**config.mk**
```make
export PLATFORM = sky130hd
export DESIGN_NAME = pio_cmd_responder_flat
export DESIGN_NICKNAME = d
export VERILOG_FILES = /design/src/rtl/pio_cmd_responder_if.sv /design/src/rtl/pio_cmd_responder.sv /design/src/flat_wrapper.sv
export SDC_FILE = /design/constraint.sdc
export NUM_CORES = 1
export LEC_CHECK = 0
export CAP_MARGIN = 20
export CELL_PAD_IN_SITES_DETAIL_PLACEMENT = 1
export CELL_PAD_IN_SITES_GLOBAL_PLACEMENT = 2
export CORE_ASPECT_RATIO = 1.25
export CORE_MARGIN = 2
export CORE_UTILIZATION = 34
export DETAILED_ROUTE_END_ITERATION = 10
export PLACE_DENSITY_LB_ADDON = 0.1
export SLEW_MARGIN = 20
export SYNTH_ARGS = -nofsm -noshare
export SYNTH_HDL_FRONTEND = slang
export SYNTH_SLANG_ARGS = --single-unit
export TNS_END_PERCENT = 1
```
**constraint.sdc**
```tcl
create_clock -name clk -period 8.9 [get_ports clk]
set_clock_uncertainty 0.1 [all_clocks]
set_input_delay 1.335 -clock clk [delete_from_list [all_inputs] [get_ports clk]]
set_output_delay 1.335 -clock clk [all_outputs]
set_load 0.01 [all_outputs]
```
**src/rtl/pio_cmd_responder_if.sv**
```systemverilog
// HPS PIO command/status words plus the command/response handshake to the coprocessor core.
// The responder uses the slave view; the HPS/core side uses the master view.
interface pio_cmd_responder_if;
  logic [31:0] data_in;
  logic [31:0] data_out;
  logic        cmd_valid;
  logic        cmd_ready;
  logic [3:0]  cmd_opcode;
  logic [10:0] cmd_addr;
  logic [15:0] cmd_data;
  logic        rsp_valid;
  logic [15:0] rsp_data;
  logic        rsp_error;

  modport slave (
    input  data_in, cmd_ready, rsp_valid, rsp_data, rsp_error,
    output data_out, cmd_valid, cmd_opcode, cmd_addr, cmd_data
  );

  modport master (
    output data_in, cmd_ready, rsp_valid, rsp_data, rsp_error,
    input  data_out, cmd_valid, cmd_opcode, cmd_addr, cmd_data
  );
endinterface

```
**src/rtl/pio_cmd_responder.sv**
```systemverilog
// Bridges an HPS PIO command word to a valid/ready coprocessor command and reports
// completion, error, timeout and overrun back through a sticky status word.
module pio_cmd_responder #(
  parameter int TIMEOUT_CYCLES = 1024
) (
  input logic                clk,
  input logic                reset,
  pio_cmd_responder_if.slave bus
);

  typedef enum logic [1:0] {IDLE, ISSUE, WAIT} state_t;

  localparam logic [15:0] TMO_LAST = 16'(TIMEOUT_CYCLES - 1);

  state_t      state;
  logic [31:0] in_q;
  logic        start_prev;
  logic        armed;
  logic [15:0] tmo_cnt;

  logic        cmd_valid_q;
  logic [3:0]  cmd_opcode_q;
  logic [10:0] cmd_addr_q;
  logic [15:0] cmd_data_q;

  logic        done_q;
  logic        busy_q;
  logic        error_q;
  logic        timeout_q;
  logic        overrun_q;
  logic [3:0]  op_echo_q;
  logic [15:0] result_q;

  logic start_edge;
  assign start_edge = in_q[31] & ~start_prev;

  always_ff @(posedge clk or posedge reset) begin
    if (reset) begin
      state        <= IDLE;
      in_q         <= '0;
      start_prev   <= 1'b0;
      armed        <= 1'b0;
      tmo_cnt      <= '0;
      cmd_valid_q  <= 1'b0;
      cmd_opcode_q <= '0;
      cmd_addr_q   <= '0;
      cmd_data_q   <= '0;
      done_q       <= 1'b0;
      busy_q       <= 1'b0;
      error_q      <= 1'b0;
      timeout_q    <= 1'b0;
      overrun_q    <= 1'b0;
      op_echo_q    <= '0;
      result_q     <= '0;
    end else begin
      in_q  <= bus.data_in;
      // First cycle after reset loads start_prev from the raw input so a start
      // held high through release is not mistaken for a new edge.
      start_prev <= armed ? in_q[31] : bus.data_in[31];
      armed      <= 1'b1;

      case (state)
        IDLE: begin
          if (start_edge) begin
            op_echo_q <= in_q[30:27];
            timeout_q <= 1'b0;
            overrun_q <= 1'b0;
            result_q  <= '0;
            if (!in_q[30]) begin
              cmd_opcode_q <= in_q[30:27];
              cmd_addr_q   <= in_q[26:16];
              cmd_data_q   <= in_q[15:0];
              cmd_valid_q  <= 1'b1;
              busy_q       <= 1'b1;
              done_q       <= 1'b0;
              error_q      <= 1'b0;
              tmo_cnt      <= '0;
              state        <= ISSUE;
            end else begin
              done_q  <= 1'b1;
              error_q <= 1'b1;
            end
          end
        end

        ISSUE, WAIT: begin
          if (start_edge) begin
            overrun_q <= 1'b1;
          end
          // A response arriving on the final allowed cycle still completes normally.
          if (state == WAIT && bus.rsp_valid) begin
            result_q <= bus.rsp_data;
            error_q  <= bus.rsp_error;
            done_q   <= 1'b1;
            busy_q   <= 1'b0;
            state    <= IDLE;
          end else if (tmo_cnt == TMO_LAST) begin
            cmd_valid_q <= 1'b0;
            busy_q      <= 1'b0;
            done_q      <= 1'b1;
            error_q     <= 1'b1;
            timeout_q   <= 1'b1;
            result_q    <= '0;
            state       <= IDLE;
          end else begin
            tmo_cnt <= tmo_cnt + 16'd1;
            if (state == ISSUE && bus.cmd_ready) begin
              cmd_valid_q <= 1'b0;
              state       <= WAIT;
            end
          end
        end

        default: state <= IDLE;
      endcase
    end
  end

  assign bus.cmd_valid  = cmd_valid_q;
  assign bus.cmd_opcode = cmd_opcode_q;
  assign bus.cmd_addr   = cmd_addr_q;
  assign bus.cmd_data   = cmd_data_q;
  assign bus.data_out   = {done_q, busy_q, error_q, timeout_q, overrun_q,
                           op_echo_q, 7'd0, result_q};

endmodule

```
**src/flat_wrapper.sv**
```systemverilog
// flat-port wrapper written by rule: the top's interface ports become plain ports
module pio_cmd_responder_flat 
#(
  parameter int TIMEOUT_CYCLES = 1024
)
  (clk, reset, bus_data_in, bus_cmd_ready, bus_rsp_valid, bus_rsp_data, bus_rsp_error, bus_data_out, bus_cmd_valid, bus_cmd_opcode, bus_cmd_addr, bus_cmd_data);
  pio_cmd_responder_if bus_i ();
  input logic clk;
  input logic reset;
  input wire logic [$bits(bus_i.data_in)-1:0] bus_data_in;
  input wire logic [$bits(bus_i.cmd_ready)-1:0] bus_cmd_ready;
  input wire logic [$bits(bus_i.rsp_valid)-1:0] bus_rsp_valid;
  input wire logic [$bits(bus_i.rsp_data)-1:0] bus_rsp_data;
  input wire logic [$bits(bus_i.rsp_error)-1:0] bus_rsp_error;
  output wire logic [$bits(bus_i.data_out)-1:0] bus_data_out;
  output wire logic [$bits(bus_i.cmd_valid)-1:0] bus_cmd_valid;
  output wire logic [$bits(bus_i.cmd_opcode)-1:0] bus_cmd_opcode;
  output wire logic [$bits(bus_i.cmd_addr)-1:0] bus_cmd_addr;
  output wire logic [$bits(bus_i.cmd_data)-1:0] bus_cmd_data;
  assign bus_i.data_in = bus_data_in;
  assign bus_i.cmd_ready = bus_cmd_ready;
  assign bus_i.rsp_valid = bus_rsp_valid;
  assign bus_i.rsp_data = bus_rsp_data;
  assign bus_i.rsp_error = bus_rsp_error;
  assign bus_data_out = bus_i.data_out;
  assign bus_cmd_valid = bus_i.cmd_valid;
  assign bus_cmd_opcode = bus_i.cmd_opcode;
  assign bus_cmd_addr = bus_i.cmd_addr;
  assign bus_cmd_data = bus_i.cmd_data;
  pio_cmd_responder #(.TIMEOUT_CYCLES(TIMEOUT_CYCLES)) u_core (.clk(clk), .reset(reset), .bus(bus_i));
endmodule
```
* Yosys cells after proc, flatten, opt, wreduce, memory -nomap -nowiden
Cells that the tools add are included.
** Operators by class
- Add/sub/neg operators :: 1
- Eq/ne operators :: 12
- Mux-type cells :: 37
- Bitwise logic cells :: 3
- Reduce and logical (&&, ||, !) cells :: 14
** Operators with widths (number)
- $mux W16 :: 7
- $pmux W16 S2 :: 2
- $add A16 B1 Y16 const B :: 1
- $eq A16 B10 Y1 const B :: 1
- $mux W1 :: 16
- $pmux W1 S2 :: 6
- $reduce_and A3 Y1 :: 4
- $mux W2 :: 5
- $reduce_and A5 Y1 :: 2
- $reduce_and A4 Y1 :: 2
- $ne A2 B1 Y1 const B :: 3
- $ne A2 B2 Y1 const B :: 3
- $ne A3 B1 Y1 const B :: 2
- $ne A4 B1 Y1 const B :: 1
- $pmux W2 S2 :: 1
- $eq A2 B1 Y1 const B :: 1
- $eq A2 B2 Y1 const B :: 1
- $logic_and A1 B1 Y1 :: 2
- $logic_not A2 Y1 :: 1
- $not A1 Y1 :: 2
- $reduce_and A2 Y1 :: 1
- $reduce_bool A2 Y1 :: 1
- $reduce_or A2 Y1 :: 1
- $and A1 B1 Y1 :: 1
** Storage, ports and cells
- Register bits after elaboration :: 108
- Input port bits :: 53
- Output and inout bits :: 64

* Longest topological paths before layout
Gate-level depths: netlist of run 1.
- Depth after elaboration :: 6
- Mapped depth :: 9
- Gate-level depth less buffers :: 6

* Least setup slack after synthesis of run 1
No wires, ideal clock.
- Kind :: input -> register
- Start point :: in bus_rsp_valid
- End point :: reg u_core.tmo_cnt[6]
- Setup time :: 0.126 ns
- Data arrival time :: 2.524 ns
- Data required time :: 8.674 ns
- Setup slack :: 6.150 ns
- Stages on the path :: 5
- Path buffers :: 2
- Cells stage by stage :: a32o_1 -> a211o_1 -> clkbuf_1 -> clkbuf_1 -> a221o_1
** Between the ends
- Longest elaborated chain between the ends :: 3
** RTL lines
- from (decl) :: RTL line flat_wrapper.sv:12 : input wire logic [$bits(bus_i.rsp_valid)-1:0] bus_rsp_valid;
- $logic_and A1 B1 Y1 :: RTL line pio_cmd_responder.sv:91 : if (state == WAIT && bus.rsp_valid) begin
- $ne A2 B2 Y1 (no source line)
- $reduce_and A5 Y1 (no source line)
- to (signal assigned) :: RTL line pio_cmd_responder.sv:106 : tmo_cnt <= tmo_cnt + 16'd1;
- to (decl) :: RTL line pio_cmd_responder.sv:19 : logic [15:0] tmo_cnt;
No other way between the ends.
A chain may end at the register's enable or synchronous reset.

* Final worst setup path of run 1
- Start point :: in bus_rsp_valid
- End point :: reg u_core.tmo_cnt[11]
The elaborated chain is that of the path after synthesis.

==> impl_metrics.csv, run 1 <==
group,metric,value,unit
logic_synthesis,synth.most_common_cell,"dfrtp_1",
floorplan,dieWidth,105,um
global_routing,track_usage,16.2,%
floorplan,rows,46,
detailed_routing,wl,10.6,mm
logic_synthesis,synth-compound-area-share,11.0,%
floorplan,fp.dieH,130,um
logic_synthesis,synthTopCellsByArea,"dfrtp_1 (62%), mux2_1 (9.1%), a22o_1 (3.4%), buf_4 (2.2%), nand2_1 (1.9%)",
setup_path,cp_max_fo,28,
setup_path,required,9.07,ns
cts,path_clk_slew,0.07,ns
power,clock_power_share,21.5,%
timing,slew_viol_final,0,
cts,post_cts_buffers,0,
setup_path,crit_path_start,"bus_rsp_valid",
timing,relSlewSlack,35.2,%
power,switching_power,646,uW
timing,fin_crit_sh,37.2,%
logic_synthesis,synth_edf_count,0,
power,p_int,1.22,mW
cts,cts_inserted_buffers,9,
setup_path,path_cells,"clkdlybuf4s50_1 -> a32o_1 -> a211o_1 -> or4_1 -> a21oi_1",
floorplan,io_pins,117,
setup_path,slowest_stage,"a211o_1",
setup_path,cp_slowest_stage_delay,0.62,ns
cts,cts.sinks,108,
global_routing,grt_max_degree,58,
logic_synthesis,synth-adder-area-share,1.73,%
logic_synthesis,synth.avg_cell_area,12.9,um2
setup_path,reg2reg_from,"u_core.state[1]",
logic_synthesis,synth_top_family_by_area,"compound AO/OA/AOI/OAI gates",
power,leakagePower,2.46,nW
power,ir_drop,0.312,mV
logic_synthesis,synth_area,4350,um2
place,dp_cells,596,
logic_synthesis,synth_mux_area_share,9.32,%
detailed_routing,drt_iter0_drc,115,
setup_path,path_depth,5,
setup_path,reg2reg_depth,6,
global_routing,grt_pass1_wl,17.3,mm
setup_path,cp-end-kind,"flip-flop",
final_layout,seq_area,2700,um2
timing,whs,0.364,ns
cts,h-tree-depth,3,
floorplan,die_area,13700,um2
cts,cts_hold_buf,0,
timing,setup_viol_count_final,0,
logic_synthesis,synthCells,338,
logic_synthesis,synth_cell_types,48,
global_routing,grt_overflow,0,
cts,cts_tree,"done",
cts,clk_latency,0.35,ns
timing,setup_ws,5.59,ns
detailed_routing,postRouteAntennaNets,0,
cts,cts-root-buf,"clkbuf_16",
place,dpl_cell_area,5530,um2
place,port_buffers,108,
final_layout,final_area,5830,um2
floorplan,coreArea,12600,um2
logic_synthesis,synth.largest_area_cell,"dfrtp_1",
hold_path,hold_class,"reg2reg",
timing,rsz0062_at_grt,"false",
detailed_routing,drc,0,
logic_synthesis,synth_simple_gate_area_share,11.0,%
setup_path,critical_path_class,"in2reg",
logic_synthesis,synth_xor_area_share,0,%
timing,max_slew.worst_pin.slew,0.972,ns
timing,hold_viol_final,0,
final_layout,post_route_cells_drive_above_1_share,5.63,%
timing,period_needed,3.31,ns
cts,clock_path_buffers,2,
final_layout,stdcell_count,612,
timing,tns,0,ns
run_status,outcome,"finished, final reports clean",
logic_synthesis,synthArstFlopShare,100,%
flow_run,cap_violations,0,
timing,fmax,0.302,GHz
logic_synthesis,ys_seq_area_share,62.1,%
logic_synthesis,synth_flop_cell,"dfrtp_1",
logic_synthesis,ys_ff_latch,108,
final_layout,nNetsFinal,498,
place,dp.final_hpwl,7.33,mm
detailed_routing,num_vias,3074,
final_layout,areaGrowthSynthToFinish,34.0,%
final_layout,multi_input_area,1480,um2
detailed_routing,dr.pass1.iters,4,
hold_path,min_path_cells,1,
power,power_density,321,nW/um2
logic_synthesis,synthTopCellsByCount,"dfrtp_1 (108), mux2_1 (35), nand2_1 (22), a22o_1 (17), nor2_1 (14)",
final_layout,antenna_cells,0,
cts,cts_resized,0,
floorplan,start_util,34.5,%
detailed_routing,vias_per_cell,5.02,
global_routing,grt_pass1_vias,3279,
hold_path,min_from,"u_core.in_q[13]",
power,switching_share,34.5,%
place,gp_congestion,0.726,
power,power_frac_seq,39.2,%
setup_path,cp.buffers_inverters,1,
final_layout,fillCellCount,1310,
detailed_routing,wire_per_inst,17.4,um
power,comb_power_share,39.4,%
logic_synthesis,synth_top_area_share,62.1,%
setup_path,critPathArrivalTime,3.49,ns
place,dp_slack,5.24,ns
setup_path,worst_setup_path_start_kind,"primary input",
setup_path,crit_family,"compound AO/OA/AOI/OAI gates",
logic_synthesis,synth_warnings,0,
global_routing,grt_antenna_before_repair,0,
==> kinds of logic (layout without fill, tap and decap cells) <==
group,count (synthesis),after routing
AOI/OAI and AO/OA,60,60
adders and majority gates,6,6
buffers and inverters,38,137
DFF,108,108
muxes,36,36
other,2,9
and+or+nand+nor,88,88
==> power groups by stage <==
| stage | clock network [mW] | registers, mW | logic, mW |
|---|---|---|---|
| after global routing | 0.433 | 0.755 | 0.809 |
| after detailed placement | 0 | 0.742 | 0.747 |
| after CTS | 0.416 | 0.735 | 0.750 |
| final | 0.401 | 0.732 | 0.736 |
| after global placement | 0 | 0.731 | 0.729 |
| after floorplan | 0 | 0.767 | 0.363 |
==> state kept, by name (all words and copies together), names as in the netlist <==
| register | cells |
|---|---|
| u_core.armed | 1 |
| u_core.bus.cmd_addr | 11 |
| u_core.bus.cmd_data | 16 |
| u_core.bus.cmd_opcode | 3 |
| u_core.bus.cmd_valid | 1 |
| u_core.busy_q | 1 |
| u_core.done_q | 1 |
| u_core.error_q | 1 |
| u_core.in_q | 32 |
| u_core.op_echo_q | 4 |
| u_core.overrun_q | 1 |
| u_core.result_q | 16 |
| u_core.start_prev | 1 |
| u_core.state | 2 |
| u_core.timeout_q | 1 |
| u_core.tmo_cnt | 16 |
==> per-stage QoR <==
| step | util [%] | total power, mW |
|---|---|---|
| 2_1_floorplan | - | 1.13 |
| 6_report | 46.2 | 1.87 |
| 4_1_cts | 46.2 | 1.90 |
| 3_3_place_gp | 43.9 | 1.46 |
| 3_5_place_dp | 43.9 | 1.49 |
| 5_1_grt | 46.2 | 2.00 |
==> worst register-to-register path, stage by stage, from the launching register on <==
cell and delay (ns):
dfrtp_1 0.40, inv_1 0.10, ha_1 0.93, a32o_1 0.32, a211o_1 0.72, nor3_1 0.13
a221o_1 0.36
==> cell type report <==
class | count | area share [%]
Timing Repair Buffer | 111 | 18.9
Clock buffer | 11 | 3.99
Multi-Input combinational cell | 199 | 25.4
Tap cell | 168 | 3.61
Inverter | 10 | 0.687
Sequential cell | 108 | 46.4
Clock inverter | 5 | 1.05
==> metal layers <==
layer / share of wire [%] / GRT usage [%] / vias up / wire length [um]
met5: 0 / 0 / - / 0
met4: 1.7 / 6.35 / 0 / 185
met3: 3.8 / 3.97 / 14 / 400
met2: 50 / 26.6 / 66 / 5330
met1: 44 / 20.7 / 1582 / 4730
li1: - / - / 1412 / -
==> path summary, 6_finish.rpt <==
path / end / slack [ns]
setup / recovery: u_core.tmo_cnt[11] / 5.59
hold / removal: u_core.bus.cmd_data[13] / 0.36
setup reg to reg: u_core.tmo_cnt[9] / 5.73
hold reg to reg: u_core.bus.cmd_data[13] / 0.36
max in group asynchronous: u_core.error_q / 6.17
min in group asynchronous: u_core.bus.cmd_data[14] / 1.33
==> cells in the final DEF, fill, tap and decap left out, types with 2 or more instances in the layout <==
cell | Yosys | routed
or4_1 | 6 | 6
a221o_1 | 4 | 4
o311ai_1 | 6 | 6
nor3_1 | 4 | 4
mux2_1 | 35 | 35
clkbuf_16 | 0 | 9
a21o_1 | 2 | 2
or3_1 | 5 | 5
clkbuf_1 | 9 | 2
nor2_1 | 14 | 12
ha_1 | 6 | 6
a22o_1 | 17 | 17
inv_1 | 10 | 9
or4_4 | 2 | 2
nand4_1 | 8 | 8
a31oi_1 | 2 | 2
nand2_1 | 22 | 22
nand3_1 | 12 | 12
and2_1 | 2 | 2
dfrtp_1 | 108 | 108
nor2_2 | 0 | 2
nor4_1 | 2 | 2
a21oi_1 | 5 | 5
buf_4 | 13 | 3
nand2b_1 | 5 | 5
conb_1 | 2 | 9
clkinvlp_4 | 0 | 3
clkdlybuf4s50_1 | 0 | 108
o21ai_0 | 3 | 3
and3_1 | 2 | 2
o211ai_1 | 6 | 6
o31ai_1 | 3 | 3
Power figures use the tool's default switching activity.
==> inputs of run 2 (changes only) <==
--- a/config.mk
+++ b/config.mk
@@ -10,7 +10,7 @@
 export CELL_PAD_IN_SITES_GLOBAL_PLACEMENT = 2
 export CORE_ASPECT_RATIO = 1.25
 export CORE_MARGIN = 2
-export CORE_UTILIZATION = 34
+export CORE_UTILIZATION = 31
 export DETAILED_ROUTE_END_ITERATION = 10
 export PLACE_DENSITY_LB_ADDON = 0.1
 export SLEW_MARGIN = 20
==> constraint.sdc (replaced) <==
create_clock -name clk -period 3.1 [get_ports clk]
set_clock_uncertainty 0.1 [all_clocks]
set_input_delay 0.465 -clock clk [delete_from_list [all_inputs] [get_ports clk]]
set_output_delay 0.465 -clock clk [all_outputs]
set_load 0.01 [all_outputs]
==> impl_metrics.csv, run 2 (synthesis gave the netlist of run 1 again) <==
group,metric,value,unit
global_routing,grt_antenna_before_repair,0,
power,clock_power_share,22.2,%
cts,cts_inserted_buffers,9,
floorplan,coreArea,13800,um2
final_layout,utilization,43.2,%
setup_path,required,3.24,ns
global_routing,grt_pass1_wl,17.4,mm
global_routing,grt_pass1_vias,3244,
cts,h-tree-depth,3,
cts,cts_resized,0,
power,switching_power,1.90,mW
power,power_density,924,nW/um2
cts,path_clk_slew,0.07,ns
cts,cts_tree,"done",
power,comb_power_share,39.6,%
timing,fin_crit_sh,82.2,%
floorplan,die_area,15000,um2
floorplan,fp.dieH,136,um
setup_path,reg2reg_depth,7,
power,leakagePower,2.53,nW
setup_path,slowest_stage,"a211o_1",
timing,relSlewSlack,51.2,%
setup_path,path_cells,"inv_1 -> ha_1 -> a32o_1 -> a211o_1 -> buf_4 -> nor3_1 -> a221o_1",
detailed_routing,wl,10.9,mm
timing,setup_viol_count_final,0,
floorplan,dieWidth,110,um
hold_path,min_path_cells,1,
run_status,outcome,"finished, final reports clean",
setup_path,cp_max_fo,23,
global_routing,grt_max_degree,62,
power,power_frac_seq,38.2,%
cts,cts_hold_buf,0,
timing,hold_viol_final,0,
timing,slew_viol_final,0,
cts,clk_latency,0.36,ns
setup_path,r2r-end,"u_core.tmo_cnt[9]",
place,gp_congestion,0.755,
final_layout,areaGrowthSynthToFinish,36.4,%
final_layout,nNetsFinal,506,
cts,cts-root-buf,"clkbuf_16",
final_layout,largest_reg_flops,32,
setup_path,worst_setup_path_start_kind,"flip-flop",
place,dp.final_hpwl,7.69,mm
power,p_int,3.59,mW
timing,tns,0,ns
detailed_routing,dr.pass1.iters,4,
global_routing,track_usage,15.3,%
setup_path,cp_slowest_stage_delay,0.59,ns
detailed_routing,drt_iter0_drc,100,
detailed_routing,postRouteAntennaNets,0,
final_layout,regMostFlops,"u_core.in_q",
floorplan,io_pins,117,
cts,post_cts_buffers,0,
detailed_routing,num_vias,3077,
timing,max_slew.worst_pin.slew,0.732,ns
timing,period_needed,2.55,ns
setup_path,crit_end,"u_core.tmo_cnt[9]",
detailed_routing,wire_per_inst,17.4,um
setup_path,cp-end-kind,"flip-flop",
setup_path,critical_path_class,"reg2reg",
flow_run,cap_violations,0,
cts,clock_path_buffers,2,
timing,fmax,0.392,GHz
global_routing,grt_overflow,0,
power,ir_drop,0.444,mV
floorplan,start_util,31.6,%
setup_path,crit_path_start,"u_core.state[1]",
floorplan,rows,48,
power,switching_share,34.6,%
final_layout,final_cell_mix,"clkdlybuf4s50_1 (108), dfrtp_1 (108), mux2_1 (35)",
setup_path,reg2reg_from,"u_core.state[1]",
cts,cts.sinks,108,
final_layout,post_route_cells_drive_above_1_share,7.52,%
final_layout,antenna_cells,0,
setup_path,critPathArrivalTime,2.69,ns
setup_path,rrSetupSlack,0.55,ns
detailed_routing,vias_per_cell,4.91,
hold_path,hold_class,"reg2reg",
place,port_buffers,108,
timing,rsz0062_at_grt,"false",
detailed_routing,drc,0,
## run 2: stage by stage
step | instances | power (mW) | hold WS [ns] | area [um2] | worst slack, ns
after floorplan | 345 | 3.24 | 0.339 | 4380 | 0.762
after global placement | 611 | 4.26 | 0.343 | 5620 | 0.442
after detailed placement | 611 | 4.34 | 0.352 | 5620 | 0.426
after CTS | 627 | 5.59 | 0.369 | 5930 | 0.535
after global routing | 627 | 5.88 | 0.392 | 5940 | 0.348
final | 627 | 5.48 | 0.363 | 5940 | 0.551
## run 2: per-layer routing
metal / track usage, % / vias up / part of all wire, %
met1: 19.1 / 1578 / 43
li1: - / 1430 / -
met3: 4.70 / 8 / 5.5
met4: 5.06 / 0 / 1.0
met2: 25.1 / 61 / 50
met5: 0 / - / 0
## run 2: worst min path at each step
stage,slack [ns],from,to
after global routing,0.39,u_core.in_q[8],u_core.bus.cmd_data[8]
after global placement,0.34,u_core.in_q[10],u_core.bus.cmd_data[10]
after CTS,0.37,u_core.in_q[10],u_core.bus.cmd_data[10]
after floorplan,0.34,u_core.in_q[16],u_core.bus.cmd_addr[0]
after detailed placement,0.35,u_core.in_q[10],u_core.bus.cmd_data[10]
final,0.36,u_core.in_q[11],u_core.bus.cmd_data[11]
## run 2: cell type report
cell class / count / area [um2]
fill: 1468 / 7820
sequential: 108 / 2700
multi-input combinational: 199 / 1480
timing repair buffer: 119 / 1180
clock buffer: 10 / 239
tap: 175 / 219
clock inverter: 6 / 80.1
inverter: 10 / 41.3
## run 2: worst max-delay path, delay by kind of cell, from the launching register on
family | cells | cell delay, ns
AOI/OAI and AO/OA | 3 | 1.12
buffers and inverters | 2 | 0.38
adders and majority gates | 1 | 0.36
and+or+nand+nor | 1 | 0.05
DFF | 1 | 0.42
## run 2: power by group through the flow
stage                     registers (mW)  clock network [mW]  logic, mW
after global routing                2.17                1.33       2.37
after detailed placement            2.13                   0       2.21
after CTS                           2.10                1.27       2.22
after global placement              2.10                   0       2.16
final                               2.09                1.22       2.17
after floorplan                     2.20                   0       1.04
==> inputs of run 3 (changes only) <==
--- a/config.mk
+++ b/config.mk
@@ -10,7 +10,7 @@
 export CELL_PAD_IN_SITES_GLOBAL_PLACEMENT = 2
 export CORE_ASPECT_RATIO = 1.25
 export CORE_MARGIN = 2
-export CORE_UTILIZATION = 31
+export CORE_UTILIZATION = 28
 export DETAILED_ROUTE_END_ITERATION = 10
 export PLACE_DENSITY_LB_ADDON = 0.1
 export SLEW_MARGIN = 20
==> constraint.sdc (replaced) <==
create_clock -name clk -period 2.1 [get_ports clk]
set_clock_uncertainty 0.1 [all_clocks]
set_input_delay 0.315 -clock clk [delete_from_list [all_inputs] [get_ports clk]]
set_output_delay 0.315 -clock clk [all_outputs]
set_load 0.01 [all_outputs]
==> impl_metrics.csv, run 3 (synthesis gave the netlist of run 1 again) <==
group,metric,value,unit
global_routing,grt_pass1_vias,3417,
hold_path,hold_class,"in2reg",
final_layout,regMostFlops,"u_core.in_q",
power,switching_share,34.9,%
setup_path,critPathArrivalTime,2.36,ns
setup_path,worst_setup_path_start_kind,"flip-flop",
power,switching_power,3.01,mW
power,comb_power_share,45.5,%
cts,path_clk_slew,0.08,ns
global_routing,grt_max_degree,55,
global_routing,grt_overflow,0,
final_layout,fillCellCount,1608,
place,dp.final_hpwl,8.31,mm
final_layout,final_area,6370,um2
detailed_routing,dr.pass1.iters,4,
timing,rsz0062_at_grt,"true",
floorplan,coreArea,15100,um2
detailed_routing,wl,11.6,mm
global_routing,track_usage,14.5,%
run_status,violations,"negative setup slack",
setup_path,cp_max_fo,19,
setup_path,reg2reg_from,"u_core.state[0]",
timing,whs,0.286,ns
final_layout,utilization,42.3,%
final_layout,post_route_cells_drive_above_1_share,17.3,%
floorplan,dieWidth,116,um
final_layout,nNetsFinal,544,
timing,setup_ws,-0.0698,ns
final_layout,antenna_cells,0,
power,power_frac_seq,35.0,%
hold_path,whs_endpoint,"u_core.in_q[25]",
timing,hold_viol_final,0,
timing,setup_viol_count_final,7,
detailed_routing,postRouteAntennaNets,0,
timing,slew_viol_final,0,
power,p_int,5.60,mW
floorplan,start_util,28.9,%
cts,cts-root-buf,"clkbuf_16",
detailed_routing,drt_iter0_drc,144,
cts,cts.sinks,108,
timing,period_needed,2.17,ns
cts,clock_path_buffers,2,
final_layout,final_cell_mix,"clkdlybuf4s50_1 (108), dfrtp_1 (108), buf_4 (39)",
cts,h-tree-depth,3,
floorplan,rows,50,
place,gp_congestion,0.742,
flow_run,cap_violations,0,
detailed_routing,num_vias,3258,
detailed_routing,wire_per_inst,16.6,um
power,ir_drop,0.953,mV
final_layout,areaGrowthSynthToFinish,46.5,%
setup_path,critical_path_class,"reg2reg",
floorplan,fp.dieH,143,um
setup_path,required,2.29,ns
floorplan,die_area,16600,um2
timing,fin_crit_sh,103,%
place,dpl_cell_area,5990,um2
power,power_density,1350,nW/um2
power,clock_power_share,19.5,%
hold_path,min_from,"bus_data_in[25]",
floorplan,io_pins,117,
global_routing,grt_antenna_before_repair,0,
setup_path,rrSetupSlack,-0.07,ns
detailed_routing,vias_per_cell,4.67,
timing,tns,-0.315,ns
setup_path,r2r-end,"u_core.tmo_cnt[11]",
power,leakagePower,2.73,nW
cts,cts_inserted_buffers,9,
cts,cts_tree,"done",
timing,fmax,0.461,GHz
run_status,outcome,"finished with violations",
setup_path,cp-end-kind,"flip-flop",
power,p_total,8.61,mW
final_layout,largest_reg_flops,32,
place,port_buffers,108,
cts,clk_latency,0.35,ns
cts,cts_hold_buf,0,
setup_path,reg2reg_depth,7,
detailed_routing,drc,0,
hold_path,min_path_cells,1,
global_routing,grt_pass1_wl,18.5,mm
==> run 3: cell count changes in the layout (fill, tap and decap cells not counted), sizes merged <==
cell and change:
clkinvlp +1, clkinv -1, inv +1, bufinv -1, buf +38
==> run 3: area by class of cell <==
type | count | area, um2 | area share (%)
Multi-Input combinational cell | 199 | 1560 | 24.4
Tap cell | 208 | 260 | 4.08
Clock inverter | 6 | 53.8 | 0.844
Timing Repair Buffer | 157 | 1530 | 24.0
Clock buffer | 10 | 229 | 3.59
Sequential cell | 108 | 2700 | 42.4
Inverter | 10 | 41.3 | 0.648
==> run 3: worst max-delay path by stage <==
stage	depth (start not counted)	slack, ns	endpoint	from
global route	7	-0.13	u_core.tmo_cnt[12]	u_core.state[0]
global placement	6	-0.17	u_core.tmo_cnt[12]	bus_rsp_valid
detailed placement	6	-0.20	u_core.tmo_cnt[14]	bus_rsp_valid
CTS	7	-0.13	u_core.tmo_cnt[14]	u_core.state[0]
finish	7	-0.07	u_core.tmo_cnt[11]	u_core.state[0]
floorplan	7	-0.24	u_core.done_q	u_core.state[0]
==> run 3: critical path, cell delays in order, from the launching register on <==
cell and delay [ns]:
dfrtp_1 0.40, inv_2 0.10, ha_4 0.21, a32o_2 0.25, a211o_1 0.26, buf_12 0.16
or4_1 0.49, a21oi_2 0.13
==> run 3: metal layers <==
layer | GRT usage, % | wire length [um] | vias to the layer above
met5 | 0 | 0 | -
met4 | 6.66 | 233 | 0
met3 | 2.61 | 537 | 13
met2 | 23.7 | 5700 | 72
met1 | 18.7 | 5090 | 1664
li1 | - | - | 1509
==> run 3: power by group through the flow <==
| stage | registers, mW | clock network [mW] | logic [mW] |
|---|---|---|---|
| after CTS | 3.02 | 1.74 | 3.88 |
| after detailed placement | 3.05 | 0 | 3.86 |
| after floorplan | 3.25 | 0 | 1.54 |
| final | 3.02 | 1.68 | 3.92 |
| after global routing | 3.11 | 1.82 | 4.28 |
| after global placement | 3.03 | 0 | 3.77 |
==> run 3: timing repair <==
| item | in CTS | in global routing |
|---|---|---|
| pin swaps | 3 | 5 |
| hold endpoints to repair | 0 | 0 |
| gates resized for setup | 3 | 18 |
| setup buffers | 0 | 0 |
| endpoints found under the setup margin | 35 | 36 |
==> run 3: per-stage QoR <==
step,worst slack (ns),cells
after detailed placement,-0.200,682
after CTS,-0.125,698
after floorplan,-0.238,345
final,-0.0698,698
after global placement,-0.166,682
after global routing,-0.125,698
